--- config.mk ---
export PLATFORM = sky130hd
export DESIGN_NAME = uart_fetch_ctrl
export DESIGN_NICKNAME = d
export VERILOG_FILES = /design/src/rtl/uart_fetch_pkg.sv /design/src/rtl/fetch_timeout_cnt.sv /design/src/rtl/uart_fetch_ctrl.sv
export SDC_FILE = /design/constraint.sdc
export NUM_CORES = 1
export LEC_CHECK = 0
export CORE_ASPECT_RATIO = 1.2
export CORE_MARGIN = 2
export CORE_UTILIZATION = 44
export DETAILED_ROUTE_END_ITERATION = 10
export MAX_ROUTING_LAYER = met4
export PLACE_DENSITY = 0.73
export SLEW_MARGIN = 20
export SYNTH_ARGS = -nofsm -noshare
export SYNTH_HDL_FRONTEND = slang
export SYNTH_SLANG_ARGS = --single-unit
--- constraint.sdc ---
create_clock -name clk -period 2.1 [get_ports clk]
set_input_delay 0.42 -clock clk [delete_from_list [all_inputs] [get_ports clk]]
set_output_delay 0.42 -clock clk [all_outputs]
set_load 0.02 [all_outputs]
--- src/rtl/uart_fetch_pkg.sv ---
// ============================================================================
// Module   : uart_fetch_pkg
// Purpose  : Shared state encoding and timeout defaults for the UART fetch
//            controller and its timeout counter.
// Revision : 1.0 - initial release
// ============================================================================
`default_nettype none

package uart_fetch_pkg;

  localparam int unsigned c_TIMEOUT_DEFAULT = 1000000;
  localparam int unsigned c_TIMEOUT_CNT_W   = 20;

  typedef enum logic [2:0] {
    ST_IDLE      = 3'd0,
    ST_TX_SEND   = 3'd1,
    ST_TX_WAIT   = 3'd2,
    ST_RX_HI     = 3'd3,
    ST_RX_LO     = 3'd4,
    ST_EXEC      = 3'd5,
    ST_WAIT_DONE = 3'd6,
    ST_PC_UPD    = 3'd7
  } fetch_state_e;

  // States that block on an external handshake and are therefore time-limited.
  function automatic logic is_wait_state(input fetch_state_e s);
    return (s == ST_TX_WAIT) || (s == ST_RX_HI) ||
           (s == ST_RX_LO)   || (s == ST_WAIT_DONE);
  endfunction

endpackage

`default_nettype wire

--- src/rtl/fetch_timeout_cnt.sv ---
// ============================================================================
// Module   : fetch_timeout_cnt
// Purpose  : Wait-state cycle counter with synchronous clear and a terminal
//            count flag at TIMEOUT-1.
// Revision : 1.0 - initial release
// ============================================================================
`default_nettype none

module fetch_timeout_cnt
  import uart_fetch_pkg::*;
#(
  parameter int unsigned TIMEOUT = c_TIMEOUT_DEFAULT
) (
  input  logic clk,
  input  logic reset,
  input  logic clear,
  input  logic enable,
  output logic tc
);

  localparam logic [c_TIMEOUT_CNT_W-1:0] c_TERMINAL = c_TIMEOUT_CNT_W'(TIMEOUT - 1);

  logic [c_TIMEOUT_CNT_W-1:0] r_count;
  logic                       w_at_terminal;

  assign w_at_terminal = (r_count == c_TERMINAL);
  assign tc            = enable && w_at_terminal;

  // Holds at the terminal value so a stalled clear can never wrap the count.
  always_ff @(posedge clk or negedge reset) begin
    if (!reset) begin
      r_count <= '0;
    end else if (clear) begin
      r_count <= '0;
    end else if (enable && !w_at_terminal) begin
      r_count <= r_count + 1'b1;
    end
  end

endmodule

`default_nettype wire

--- src/rtl/uart_fetch_ctrl.sv ---
// ============================================================================
// Module   : uart_fetch_ctrl
// Purpose  : Fetch/execute sequencer: sends the PC over UART, assembles the
//            two-byte reply into an instruction, runs the CPU, advances PC.
// Revision : 1.0 - initial release
// ============================================================================
`default_nettype none

module uart_fetch_ctrl
  import uart_fetch_pkg::*;
#(
  parameter int unsigned TIMEOUT = c_TIMEOUT_DEFAULT
) (
  input  logic        clk,
  input  logic        reset,
  input  logic        run,
  input  logic [7:0]  pc_addr,
  output logic        tx_start,
  output logic [7:0]  tx_data,
  input  logic        tx_done,
  input  logic        rx_done,
  input  logic [7:0]  rx_data,
  output logic        cpu_run,
  input  logic        cpu_done,
  output logic        pc_en,
  output logic [15:0] instr,
  output logic        busy,
  output logic        err
);

  fetch_state_e r_state;

  logic w_awaited;
  logic w_cnt_en;
  logic w_cnt_clear;
  logic w_tmo_tc;

  always_comb begin
    w_awaited = 1'b0;
    case (r_state)
      ST_TX_WAIT:         w_awaited = tx_done;
      ST_RX_HI, ST_RX_LO: w_awaited = rx_done;
      ST_WAIT_DONE:       w_awaited = cpu_done;
      default:            w_awaited = 1'b0;
    endcase
  end

  // Clearing on every exit from a wait state means each state is entered
  // with a zero count; non-wait states keep the counter parked at zero.
  assign w_cnt_en    = is_wait_state(r_state);
  assign w_cnt_clear = !w_cnt_en || w_awaited || w_tmo_tc;

  fetch_timeout_cnt #(
    .TIMEOUT (TIMEOUT)
  ) u_timeout_cnt (
    .clk    (clk),
    .reset  (reset),
    .clear  (w_cnt_clear),
    .enable (w_cnt_en),
    .tc     (w_tmo_tc)
  );

  // Pulse outputs are set on the edge that enters their state, so each is
  // high exactly while the FSM sits in TX_SEND, EXEC or PC_UPD.
  always_ff @(posedge clk or negedge reset) begin
    if (!reset) begin
      r_state  <= ST_IDLE;
      tx_start <= 1'b0;
      tx_data  <= 8'h00;
      cpu_run  <= 1'b0;
      pc_en    <= 1'b0;
      instr    <= 16'h0000;
      busy     <= 1'b0;
      err      <= 1'b0;
    end else begin
      tx_start <= 1'b0;
      cpu_run  <= 1'b0;
      pc_en    <= 1'b0;

      case (r_state)
        ST_IDLE: begin
          if (err) begin
            if (!run) begin
              err <= 1'b0;
            end
          end else if (run) begin
            tx_data  <= pc_addr;
            r_state  <= ST_TX_SEND;
            tx_start <= 1'b1;
            busy     <= 1'b1;
          end
        end

        ST_TX_SEND: begin
          r_state <= ST_TX_WAIT;
        end

        ST_TX_WAIT: begin
          if (tx_done) begin
            r_state <= ST_RX_HI;
          end else if (w_tmo_tc) begin
            err     <= 1'b1;
            r_state <= ST_IDLE;
            busy    <= 1'b0;
          end
        end

        ST_RX_HI: begin
          if (rx_done) begin
            instr[15:8] <= rx_data;
            r_state     <= ST_RX_LO;
          end else if (w_tmo_tc) begin
            err     <= 1'b1;
            r_state <= ST_IDLE;
            busy    <= 1'b0;
          end
        end

        ST_RX_LO: begin
          if (rx_done) begin
            instr[7:0] <= rx_data;
            r_state    <= ST_EXEC;
            cpu_run    <= 1'b1;
          end else if (w_tmo_tc) begin
            err     <= 1'b1;
            r_state <= ST_IDLE;
            busy    <= 1'b0;
          end
        end

        ST_EXEC: begin
          r_state <= ST_WAIT_DONE;
        end

        ST_WAIT_DONE: begin
          if (cpu_done) begin
            r_state <= ST_PC_UPD;
            pc_en   <= 1'b1;
          end else if (w_tmo_tc) begin
            err     <= 1'b1;
            r_state <= ST_IDLE;
            busy    <= 1'b0;
          end
        end

        ST_PC_UPD: begin
          r_state <= ST_IDLE;
          busy    <= 1'b0;
        end

        default: begin
          r_state <= ST_IDLE;
          busy    <= 1'b0;
        end
      endcase
    end
  end

endmodule

`default_nettype wire

==> results of run 1 <==
-- cell families (layout without fill, tap and decap cells) --
group	Yosys count	after routing	synth area share
adder cells (fa/ha/maj)	1	1	0.00506
multiplexers	25	25	0.114
AO/OA/AOI/OAI	34	34	0.0952
flip-flops	52	52	0.527
XOR/XNOR	11	11	0.0390
buffers and inverters	20	89	0.0344
AND/OR/NAND/NOR	77	77	0.186
-- cells in the final DEF (no fill, tap or decap), drive strengths merged, types with 2 or more instances in the layout --
master | synthesis | routed
or3 | 6 | 6
nor4 | 2 | 2
nor3 | 20 | 20
xor2 | 5 | 5
mux2 | 25 | 25
or4b | 2 | 2
clkbuf | 7 | 5
buf | 5 | 24
nand2b | 2 | 2
nand4 | 2 | 2
o21ai | 9 | 9
nand2 | 11 | 11
a21oi | 5 | 5
xnor2 | 6 | 6
and3 | 2 | 2
o31ai | 2 | 2
o211ai | 2 | 2
a211oi | 7 | 7
nand3b | 2 | 2
inv | 8 | 9
nor2 | 6 | 6
or4 | 6 | 6
dfrtp | 52 | 52
clkdlybuf4s50 | 0 | 49
nand3 | 9 | 9
-- final cells by class --
type	count	share of cell area
clock buffer	5	0.0208
clock inverter	3	0.00643
inverter	8	0.00908
multi-input combinational	148	0.333
sequential	52	0.393
tap	62	0.0235
timing repair buffer	73	0.213
-- through the flow --
| stage | cell area [um^2] | util |
|---|---|---|
| 6_report | 3310 | 0.616 |
| 5_1_grt | 3310 | 0.616 |
| 4_1_cts | 3290 | 0.613 |
| 3_5_place_dp | 3200 | 0.596 |
| 3_3_place_gp | 3200 | 0.596 |
| 2_1_floorplan | 2470 | - |
-- worst max-delay path by stage --
stage / startpoint / endpoint / depth (start not counted)
floorplan: u_timeout_cnt.r_count[0] / u_timeout_cnt.r_count[18] / 6
global placement: u_timeout_cnt.r_count[8] / err / 4
detailed placement: u_timeout_cnt.r_count[8] / err / 4
CTS: u_timeout_cnt.r_count[8] / err / 4
global route: u_timeout_cnt.r_count[8] / r_state[1] / 4
finish: u_timeout_cnt.r_count[8] / r_state[2] / 5
-- critical path: stages (launching register included) --
cell     delay, ns
dfrtp_1       0.40
or4b_1        0.51
or4_4         0.53
nor2_2        0.12
buf_4         0.20
o21ai_0       0.09
-- repair_timing --
item                       CTS  global route
setup buffers                0             0
setup endpoints to repair    0            21
gates resized for setup      0             5
-- registers in the layout, summed over array words and instances, names as in the netlist --
signal                 count
cpu_run                    1
tx_start                   1
pc_en                      1
busy                       1
u_timeout_cnt.r_count     20
err                        1
r_state                    3
instr                     16
tx_data                    8
-- report_power, final --
| group | switching, mW | internal, mW | total, mW |
|---|---|---|---|
| Combinational | 0.943 | 0.963 | 1.91 |
| Sequential | 0.174 | 1.30 | 1.47 |
| Clock | 0.347 | 0.237 | 0.584 |
-- routing by layer --
layer | track usage | vias up | share of wire
li1 | - | 941 | -
met2 | 0.330 | 42 | 0.53
met5 | - | - | 0
met4 | 0.0640 | 0 | 0.025
met1 | 0.244 | 968 | 0.41
met3 | 0.0329 | 11 | 0.030
==> impl_metrics.tcl, run 1 <==
set metrics [dict create \
    status "finished, final reports clean" \
    total_length_of_routed_wires_um 5590 \
    placement.io_buffers 50 \
    number_of_hold_slack_violations_in_the_final_timing_report 0 \
    critPathCaptureType "flip-flop" \
    clock_pin_slew_on_the_worst_setup_and_hold_paths_ns 0.10 \
    detail_route.iter0.violations 123 \
    gr-total-overflow 0 \
    multiInputGateArea_um2 1100 \
    post-place-ws_ns 0.0452 \
    drc 0 \
    routed-via-count 1962 \
    grt_start_max_net_pins 36 \
    die_y_um 86.1 \
    via_per_inst 5.59 \
    setup_total_negative_slack_ns 0 \
    floorplan.die.width_um 72.4 \
    cts_htree_levels 2 \
    ys_seq_area_frac 0.527 \
    ys_ff_latch 52 \
    hold_slack_ns 0.0472 \
    max-vdd-ir-drop_uv 462 \
    timing.rr.start "u_timeout_cnt.r_count[8]" \
    yosysWarningCount 0 \
    fp-row-count 29 \
    worstPathArrival_ns 2.17 \
    postSynthCellCount 220 \
    timing.final.crit_period_ns 1.98 \
    setup_violations 0 \
    synthesized_cell_area_um2 2470 \
    hpwl_um 4150 \
    fin_total_pwr_mw 3.96 \
    die_ar_um2 6230 \
    cts_hold_buffers 0 \
    grt_antenna_before_repair 0 \
    core_area_um2 5370 \
    areal_power_density_over_the_cells_nw_per_um2 1200 \
    ys_dominant_reg_cell "dfrtp_1" \
    final_critical_path_setup_slack_ns 0.119 \
    worstReg2RegEnd "r_state[2]" \
    hp-class "input pin to async pin" \
    cts_inserted_buffers 5 \
    post_synth_num_cell_types 51 \
    cts_tree "done" \
    maxSlewViolCount 0 \
    max_cap_viols 0 \
    final_nets 311 \
    vias_in_the_first_global_route 1990 \
    synth_async_sr_flop_share 1.00 \
    cts.sinks 52 \
    clk-insertion-delay-late_ns 0.31 \
    flow.area_growth_from_synthesis_pct 33.8 \
    r2r_slack_ns 0.12 \
    cellLeakagePower_nw 1.33 \
    global_route_wire_length_before_repair_um 9460 \
    floorplan.initialDensity 0.460 \
    final-instance-count-excl-fill 351 \
    avgRoutedWirePerCell_um 15.9 \
    ios 51 \
    reg2regPathDepth 5 \
    max_clock_skew_ns 0.0125 \
    synth_nets 243 \
    yosysTopAreaCellShare 0.527 \
    final_layout_size_suffix_gt1_frac 0.246 \
    timing.critical_path.fanout_max 12 \
    layout.area.seq_um2 1300 \
    global_route.usage.total 0.198 \
    drt-pass1-iter-count 4 \
    count_of_inserted_antenna_diode_cells 0 \
    post_synth_top_area_cell "dfrtp_1" \
    fmax_ghz 0.505 \
    fillerInstances 459 \
    worst_slew_pin_slew_ns 0.466 \
    rsz0062_at_grt "false" \
    root_buffer "clkbuf_8" \
    slew-limit-headroom 0.689 \
    yosys.cell_count.top_type "dfrtp_1" \
    cts_buffer_depth 2 \
    timing.critical_path.required_ns 2.29 \
    path_class "flip-flop to flip-flop" \
    synth_edf_count 0 \
    placedCellCount 343 \
    avgSynthCellArea_um2 11.2 \
    synthTopCellsByArea "dfrtp_1 (53%), mux2_2 (11%), nor3_1 (3.8%)" \
    timing.critical_path.from_type "flip-flop" \
    antenna_nets_post_route 0 \
    gp_congestion 0.858 \
    post_synth_most_frequent_cells "dfrtp_1 (52), mux2_2 (25), nor3_1 (19)" \
    final.period_utilization 0.943 \
]
Power figures use the tool's default switching activity.
==> run 2: changes to the inputs <==
--- a/config.mk
+++ b/config.mk
@@ -5,12 +5,15 @@
 export SDC_FILE = /design/constraint.sdc
 export NUM_CORES = 1
 export LEC_CHECK = 0
+export CELL_PAD_IN_SITES_DETAIL_PLACEMENT = 1
+export CELL_PAD_IN_SITES_GLOBAL_PLACEMENT = 1
 export CORE_ASPECT_RATIO = 1.2
 export CORE_MARGIN = 2
-export CORE_UTILIZATION = 44
+export CORE_UTILIZATION = 36
 export DETAILED_ROUTE_END_ITERATION = 10
+export GPL_TIMING_DRIVEN = 0
 export MAX_ROUTING_LAYER = met4
-export PLACE_DENSITY = 0.73
+export PLACE_DENSITY_LB_ADDON = 0.1
 export SLEW_MARGIN = 20
 export SYNTH_ARGS = -nofsm -noshare
 export SYNTH_HDL_FRONTEND = slang
==> impl_metrics.tcl, run 2 (synthesized netlist as in run 1, its figures left out) <==
set metrics [dict create \
    status "finished, final reports clean" \
    hp-class "input pin to async pin" \
    die_y_um 94.8 \
    p_int_mw 2.61 \
    timing.rr.start "u_timeout_cnt.r_count[3]" \
    count_of_inserted_antenna_diode_cells 0 \
    post-place-ws_ns -0.396 \
    grt_antenna_before_repair 0 \
    dpl_cell_area_um2 3080 \
    cts_htree_levels 2 \
    root_buffer "clkbuf_8" \
    critPathCaptureType "flip-flop" \
    path_class "flip-flop to flip-flop" \
    timing.critical_path.fanout_max 8 \
    rsz0062_at_grt "true" \
    placement.io_buffers 50 \
    detail_route.iter0.violations 51 \
    floorplan.initialDensity 0.367 \
    drt-pass1-iter-count 4 \
    max_cap_viols 0 \
    global_route.usage.total 0.175 \
    number_of_hold_slack_violations_in_the_final_timing_report 0 \
    final-instance-count-excl-fill 371 \
    timing.critical_path.from_type "flip-flop" \
    combPwrFrac 0.458 \
    cts_tree "done" \
    final_critical_path_setup_slack_ns 0.0494 \
    power.share.switching 0.360 \
    global_route_wire_length_before_repair_um 9960 \
    layout.cells.most_common_list "dfrtp_1 (50), clkdlybuf4s50_1 (49), mux2_2 (25), nor3_1 (19), nand2_1 (11)" \
    setup_total_negative_slack_ns 0 \
    cts.sinks 52 \
    via_per_inst 5.23 \
    power_frac_clock 0.179 \
    max_clock_skew_ns 0.00694 \
    core_area_um2 6730 \
    areal_power_density_over_the_cells_nw_per_um2 1220 \
    power.sequential.fraction 0.363 \
    setup_violations 0 \
    floorplan.die.width_um 79.6 \
    clk-insertion-delay-late_ns 0.31 \
    drc 0 \
    fmax_ghz 0.488 \
    netSwitchingPower_mw 1.47 \
    placedCellCount 357 \
    vias_in_the_first_global_route 2032 \
    clock_pin_slew_on_the_worst_setup_and_hold_paths_ns 0.10 \
    gr-total-overflow 0 \
    finish.instance_area_um2 3340 \
    worstPathArrival_ns 2.28 \
    maxSlewViolCount 0 \
    worst_slew_pin_slew_ns 0.657 \
    final_layout_size_suffix_gt1_frac 0.250 \
    hpwl_um 4160 \
    fp-row-count 33 \
    layout_top_registers "u_timeout_cnt.r_count x20, instr x16, tx_data x8" \
    final_nets 306 \
    setup.worst_path.start "u_timeout_cnt.r_count[3]" \
    die_ar_um2 7550 \
    gp_congestion 0.725 \
    flow.area_growth_from_synthesis_pct 35.2 \
    final.period_utilization 0.976 \
    cellLeakagePower_nw 1.30 \
    grt_start_max_net_pins 53 \
    cts_inserted_buffers 5 \
    layout_commonest_cell "dfrtp_1" \
    antenna_nets_post_route 0 \
    total_length_of_routed_wires_um 5920 \
    timing.critical_path.required_ns 2.33 \
    largest_reg_flops 20 \
    routed-via-count 1942 \
    ios 51 \
    largest_register "u_timeout_cnt.r_count" \
    max-vdd-ir-drop_uv 515 \
    cts_buffer_depth 2 \
    slew-limit-headroom 0.562 \
    hold_slack_ns 0.147 \
    timing.final.crit_period_ns 2.05 \
    avgRoutedWirePerCell_um 15.9 \
]
-- run 2: repair_timing --
| item | 4_1_cts | 5_1_grt |
|---|---|---|
| buffers inserted | 2 | 6 |
| endpoints found under the setup margin | 30 | 24 |
| resized for setup | 10 | 18 |
| pin swaps | 0 | 3 |
| hold buffers | 0 | 0 |
-- run 2: area by class of cell --
cell class                      instances  area (um^2)
Buffer                                 10         63.8
Clock buffer                            6         82.6
Clock inverter                          2         38.8
Fill cell                             735         3390
Inverter                                8         30.0
Multi-Input combinational cell        148         1150
Sequential cell                        52         1300
Tap cell                               87          109
Timing Repair Buffer                   58          562
-- run 2: critical path, cell delays in order, from the launching register on --
cell and delay (ns):
dfrtp_1 0.45, nand3_4 0.13, or4_1 0.53, buf_4 0.17
or4_4 0.48, a211oi_2 0.22
-- run 2: path summary, 6_finish.rpt --
| kind | end | slack, ns | cells after the start |
|---|---|---|---|
| min in group clk | instr[13] | 0.51 | 1 |
| max | u_timeout_cnt.r_count[19] | 0.05 | 5 |
| max reg2reg | u_timeout_cnt.r_count[19] | 0.05 | 5 |
| max in group asynchronous | u_timeout_cnt.r_count[2] | 1.49 | 1 |
| min reg2reg | instr[13] | 0.51 | 1 |
| min | instr[5] | 0.15 | 1 |
-- run 2: stage by stage --
stage	util	power, mW
after global routing	0.497	4.35
final	0.497	4.08
after global placement	0.458	3.29
after CTS	0.481	4.08
after floorplan	-	2.52
after detailed placement	0.457	3.32
-- run 2: metal layers --
layer / wire (um) / track usage / part of all wire / vias up
met2: 3000 / 0.295 / 0.51 / 49
met3: 289 / 0.0373 / 0.049 / 10
met4: 126 / 0.0632 / 0.021 / 0
met5: 0 / - / 0 / -
li1: - / - / - / 931
met1: 2500 / 0.205 / 0.42 / 952
-- run 2: power groups by stage --
stage,clock (mW),combinational (mW),sequential [mW]
2_1_floorplan,0,0.724,1.79
3_3_place_gp,0,1.80,1.49
3_5_place_dp,0,1.81,1.50
4_1_cts,0.765,1.84,1.48
5_1_grt,0.805,2.02,1.53
6_report,0.729,1.87,1.48
==> run 3: changes to the inputs <==
--- a/config.mk
+++ b/config.mk
@@ -7,7 +7,7 @@
 export LEC_CHECK = 0
 export CELL_PAD_IN_SITES_DETAIL_PLACEMENT = 1
 export CELL_PAD_IN_SITES_GLOBAL_PLACEMENT = 1
-export CORE_ASPECT_RATIO = 1.2
+export CORE_ASPECT_RATIO = 1.75
 export CORE_MARGIN = 2
 export CORE_UTILIZATION = 36
 export DETAILED_ROUTE_END_ITERATION = 10
==> impl_metrics.tcl, run 3 (synthesized netlist as in run 1, its figures left out) <==
set metrics [dict create \
    cts_buffer_depth 2 \
    max-vdd-ir-drop_uv 395 \
    critical_path.max_stage_delay_ns 0.54 \
    clock_pin_slew_on_the_worst_setup_and_hold_paths_ns 0.07 \
    total_length_of_routed_wires_um 6060 \
    global_route.usage.total 0.177 \
    number_of_buffers_and_inverters_on_the_critical_path 2 \
    die_y_um 114 \
    layout.cells.most_common_list "dfrtp_1 (50), clkdlybuf4s50_1 (49), mux2_2 (25), nor3_1 (19), nand2_1 (11)" \
    drc 0 \
    largest_register "u_timeout_cnt.r_count" \
    p_int_mw 2.68 \
    power_frac_clock 0.198 \
    drt-pass1-iter-count 4 \
    power.sequential.fraction 0.357 \
    cts.sinks 52 \
    cts_tree "done" \
    floorplan.initialDensity 0.366 \
    combPwrFrac 0.446 \
    final_layout_size_suffix_gt1_frac 0.223 \
    worstPathArrival_ns 2.31 \
    timing.final.crit_period_ns 2.09 \
    placement.io_buffers 50 \
    fmax_ghz 0.478 \
    die_ar_um2 7570 \
    gr-total-overflow 0 \
    status "finished, final reports clean" \
    vias_in_the_first_global_route 2007 \
    power.share.switching 0.355 \
    cpMostUsedCell "or4_4" \
    floorplan.die.width_um 66.6 \
    hp-class "input pin to async pin" \
    detail_route.iter0.violations 57 \
    timing.critical_path.required_ns 2.31 \
    critPathCaptureType "flip-flop" \
    hold_slack_ns 0.153 \
    crit_slowest_cell "or4_4" \
    fillerInstances 719 \
    via_per_inst 5.39 \
    r2r_slack_ns 0.009 \
    rsz0062_at_grt "true" \
    final_nets 300 \
    number_of_hold_slack_violations_in_the_final_timing_report 0 \
    setup_total_negative_slack_ns 0 \
    cts_inserted_buffers 5 \
    max_cap_viols 0 \
    global_route_wire_length_before_repair_um 9870 \
    timing.critical_path.fanout_max 8 \
    clk-insertion-delay-late_ns 0.29 \
    gp_congestion 0.748 \
    avgRoutedWirePerCell_um 16.7 \
    worst_slew_pin_slew_ns 0.667 \
    setup_violations 0 \
    layout_top_registers "u_timeout_cnt.r_count x20, instr x16, tx_data x8" \
    netSwitchingPower_mw 1.47 \
    ios 51 \
    series_of_cell_instances_along_the_critical_path "buf_4 -> nand3_2 -> or4_4 -> buf_6 -> or4_4 -> a211oi_2" \
    routed-via-count 1950 \
    core_area_um2 6760 \
    final.period_utilization 0.996 \
    layout_commonest_cell "dfrtp_1" \
    timing.critical_path.from_type "flip-flop" \
    fp-row-count 40 \
    root_buffer "clkbuf_16" \
    grt_start_max_net_pins 53 \
    hpwl_um 4340 \
    largest_reg_flops 20 \
    flow.area_growth_from_synthesis_pct 33.5 \
    areal_power_density_over_the_cells_nw_per_um2 1260 \
    antenna_nets_post_route 0 \
    path_class "flip-flop to flip-flop" \
    maxSlewViolCount 0 \
    max_clock_skew_ns 0.00805 \
    cts_htree_levels 2 \
    critical_path.top_delay_family "simple AND/OR/NAND/NOR gates" \
    slew-limit-headroom 0.555 \
    count_of_inserted_antenna_diode_cells 0 \
    grt_antenna_before_repair 0 \
    cellLeakagePower_nw 1.28 \
]
[run 3: changes by cell type in the layout (fill, tap and decap cells not counted), moves of 2 or more]
cell       previous run  this run
a211oi_2              3         1
clkinv_2              0         2
buf_4                10         5
clkbuf_2              3         1
clkbuf_8              6         1
clkbuf_16             0         5
a211oi_1              4         6
[run 3: worst reg2reg max path, stage by stage (launching register included)]
cell,delay (ns)
dfrtp_1,0.39
buf_4,0.14
nand3_2,0.11
or4_4,0.54
buf_6,0.15
or4_4,0.47
a211oi_2,0.21
[run 3: what timing repair did]
| item | 4_1_cts | 5_1_grt |
|---|---|---|
| hold endpoints to repair | 0 | 0 |
| pin swaps | 1 | 1 |
| buffers inserted | 2 | 1 |
| hold buffers | 0 | 0 |
| endpoints found under the setup margin | 38 | 28 |
| gates cloned | 0 | 0 |
| resized for setup | 15 | 5 |
[run 3: through the flow]
step | std cells | power (mW) | utilization | setup slack (ns) | area (um^2)
after detailed placement | 354 | 3.33 | 0.455 | -0.456 | 3070
after floorplan | 220 | 2.52 | - | 0.0735 | 2470
after global routing | 362 | 4.41 | 0.488 | -0.0522 | 3300
final | 362 | 4.15 | 0.488 | 0.00937 | 3300
after CTS | 362 | 4.20 | 0.486 | -0.00628 | 3280
after global placement | 354 | 3.30 | 0.455 | -1.03 | 3080
[run 3: power by group through the flow]
stage | registers, mW | clock network [mW] | logic, mW
after floorplan | 1.79 | 0 | 0.724
after global placement | 1.49 | 0 | 1.81
after detailed placement | 1.50 | 0 | 1.82
after CTS | 1.48 | 0.852 | 1.87
after global routing | 1.52 | 0.893 | 2.00
final | 1.48 | 0.820 | 1.85
[run 3: area by class of cell]
| class | instances | area (um^2) | share of cell area |
|---|---|---|---|
| Timing Repair Buffer | 53 | 520 | 0.158 |
| Clock buffer | 6 | 139 | 0.0421 |
| Tap cell | 84 | 105 | 0.0319 |
| Sequential cell | 52 | 1300 | 0.395 |
| Clock inverter | 2 | 10.0 | 0.00303 |
| Buffer | 9 | 61.3 | 0.0186 |
| Multi-Input combinational cell | 148 | 1130 | 0.342 |
| Inverter | 8 | 30.0 | 0.00910 |
[run 3: path summary, 6_finish.rpt]
kind / start / endpoint / cells past startpoint
worst max-delay path: u_timeout_cnt.r_count[0] / u_timeout_cnt.r_count[19] / 6
worst min-delay path: reset / cpu_run / 1
worst max register to register: u_timeout_cnt.r_count[0] / u_timeout_cnt.r_count[19] / 6
worst min register to register: u_timeout_cnt.r_count[0] / u_timeout_cnt.r_count[0] / 1
max in group asynchronous: reset / u_timeout_cnt.r_count[6] / 1
min in group clk: u_timeout_cnt.r_count[0] / u_timeout_cnt.r_count[0] / 1
[run 3: per-layer routing]
layer	GRT usage	vias to the layer above	share of wire
met5	-	-	0
met1	0.186	989	0.39
met2	0.321	36	0.56
li1	-	916	-
met3	0.0335	9	0.029
met4	0.0612	0	0.020
==> RTL change (settings of run 2) <==
The 8 states of `fetch_state_e` get a Gray code encoding in 3 bits.
--- a/src/rtl/uart_fetch_pkg.sv
+++ b/src/rtl/uart_fetch_pkg.sv
@@ -14,10 +14,10 @@
   typedef enum logic [2:0] {
-    ST_IDLE      = 3'd0,
-    ST_TX_SEND   = 3'd1,
-    ST_TX_WAIT   = 3'd2,
-    ST_RX_HI     = 3'd3,
-    ST_RX_LO     = 3'd4,
-    ST_EXEC      = 3'd5,
-    ST_WAIT_DONE = 3'd6,
-    ST_PC_UPD    = 3'd7
+    ST_IDLE      = 3'b000,
+    ST_TX_SEND   = 3'b001,
+    ST_TX_WAIT   = 3'b011,
+    ST_RX_HI     = 3'b010,
+    ST_RX_LO     = 3'b110,
+    ST_EXEC      = 3'b111,
+    ST_WAIT_DONE = 3'b101,
+    ST_PC_UPD    = 3'b100
   } fetch_state_e;
Formal check against the unedited RTL: no difference found for any inputs over 10 cycles, from zero or initial values and one cycle with reset low; not proved beyond that.
==> RTL change against run 2 <==
  * Final area shrank 7.8%
  * First-iteration DRC count rose by 22%
  * Wire length down 9.3%
  * Non-clock buffer count decreased by 10
  * Sequential cell count is the same
  * Critical path depth did not move
  * Count of clock-buffer cells in the layout is 1 lower
  * Total power down 6.5%
  * Via count shrank 8.3%
  * Cell count fell by 5.7%
  * Worst setup slack improved by 0.13 ns
  * Sequential share of layout area up 3.2 points
  * Area after synthesis is 3.6% lower
  * Critical path type unchanged
  * Largest cell class unchanged
==> RTL change: results (changes against run 2) <==
Routing
  – Post-Route WL: 5370 um (-9.3%)
  – Vias per cell: 5.09 (-2.8%)

Synthesis
  – Seq/Total Area, Yosys: 54.7% (+2.0 points)
  – Yosys cell types: 41 (-20%)
  – Avg Cell Area, Syn: 11.5 um^2 (+2.4%)
  – Synth top cells by count: 52 x dfrtp_1, 24 x mux2_2, 15 x nor2_1, 14 x nand2_1, 12 x nand3_1
  – Synth top area cells: dfrtp_1 55%, mux2_2 11%, xor2_1 3.7%
  – Syn Nets: 230 (-5.3%)

Place
  – HPWL after detailed placement: 3840 um (-7.7%)
  – Placed Instances: 342 (-4.2%)
  – Placed cell areas: 2990 um^2 (-3.0%)

Outcome
  – Status: complete, no violations

Global routing
  – First-pass GRT wire length: 9320 um (-6.5%)
  – Overall routing resource usage: 16.8% (-0.72 points)

STA
  – Worst hold margin: 0.134 ns (-0.0122 ns)
  – Clock skew: 0.00676 ns (-0.000176 ns)
  – Worst slew pin tran: 0.735 ns (+0.0777 ns)

Critical path
  – Crit path DAT: 2.08 ns (-0.20 ns)
  – Reg2reg end: busy
  – R2r setup slk: 0.18 ns (+0.13 ns)

Clock network
  – Post-CTS Setup Inserts: 0 (-2)

Final layout
  – # nets final: 287 (-6.2%)
  – Layout cells sized above 1: 17.4% (-7.6 points)
  – Filler Cells Inserted: 726 (-1.2%)

Power
  – Int Pwr: 2.43 mW (-7.0%)
  – Peak VDD IR: 0.000621 V (+20%)
-- RTL change: cell types whose count changed after synthesis, sizes merged, moves of 3 or more --
cell,before,now
nand3,9,12
nor3b,1,5
nand2,11,15
xnor2,6,3
nor2,6,16
nor3,20,3
xor2,5,10
a211oi,7,0
clkbuf,7,3
or3,6,3
nand4,2,6
-- RTL change: final cells by class --
class                           count  area share, %
Buffer                              8           1.79
Clock buffer                        5           2.23
Clock inverter                      3          0.853
Inverter                            6          0.731
Multi-Input combinational cell    141           32.5
Sequential cell                    52           42.2
Tap cell                           85           3.45
Timing Repair Buffer               50           16.2
-- RTL change: critical path, stage by stage (launching register included) --
cell	delay, ns
dfrtp_1	0.42
ha_1	0.25
nand2_1	0.10
or4_4	0.57
nor2_1	0.28
o221ai_1	0.15
-- RTL change: worst max path at each step --
stage / slack, ns / endpoint / start / depth (start not counted)
after floorplan: 0.38 / u_timeout_cnt.r_count[18] / u_timeout_cnt.r_count[0] / 6
after global placement: -1.11 / instr[14] / reset / 1
after detailed placement: -0.07 / instr[11] / rx_done / 4
after CTS: 0.16 / busy / u_timeout_cnt.r_count[0] / 5
after global routing: 0.05 / busy / u_timeout_cnt.r_count[0] / 5
final: 0.18 / busy / u_timeout_cnt.r_count[0] / 5
-- RTL change: logic make-up after synthesis --
group | Yosys count | synth area share [%]
flip-flops | 52 | 54.7
AO/OA/AOI/OAI | 24 | 7.04
multiplexers | 24 | 11.4
adder cells (fa/ha/maj) | 1 | 0.525
AND/OR/NAND/NOR | 79 | 18.4
XOR/XNOR | 13 | 4.78
buffers and inverters | 14 | 3.26
-- RTL change: layer usage --
metal	global-route usage, %	wire length [um]	up-vias
met2	27.7	2670	34
li1	-	-	853
met5	-	0	-
met4	4.82	57	0
met3	4.73	298	6
met1	20.1	2340	888
-- RTL change: power groups by stage --
stage          sequential (mW)  clock, mW  combinational (mW)
3_5_place_dp              1.48          0                1.78
3_3_place_gp              1.46          0                1.77
2_1_floorplan             1.78          0               0.701
4_1_cts                   1.46      0.636                1.78
6_report                  1.46      0.602                1.75
5_1_grt                   1.49      0.663                1.91
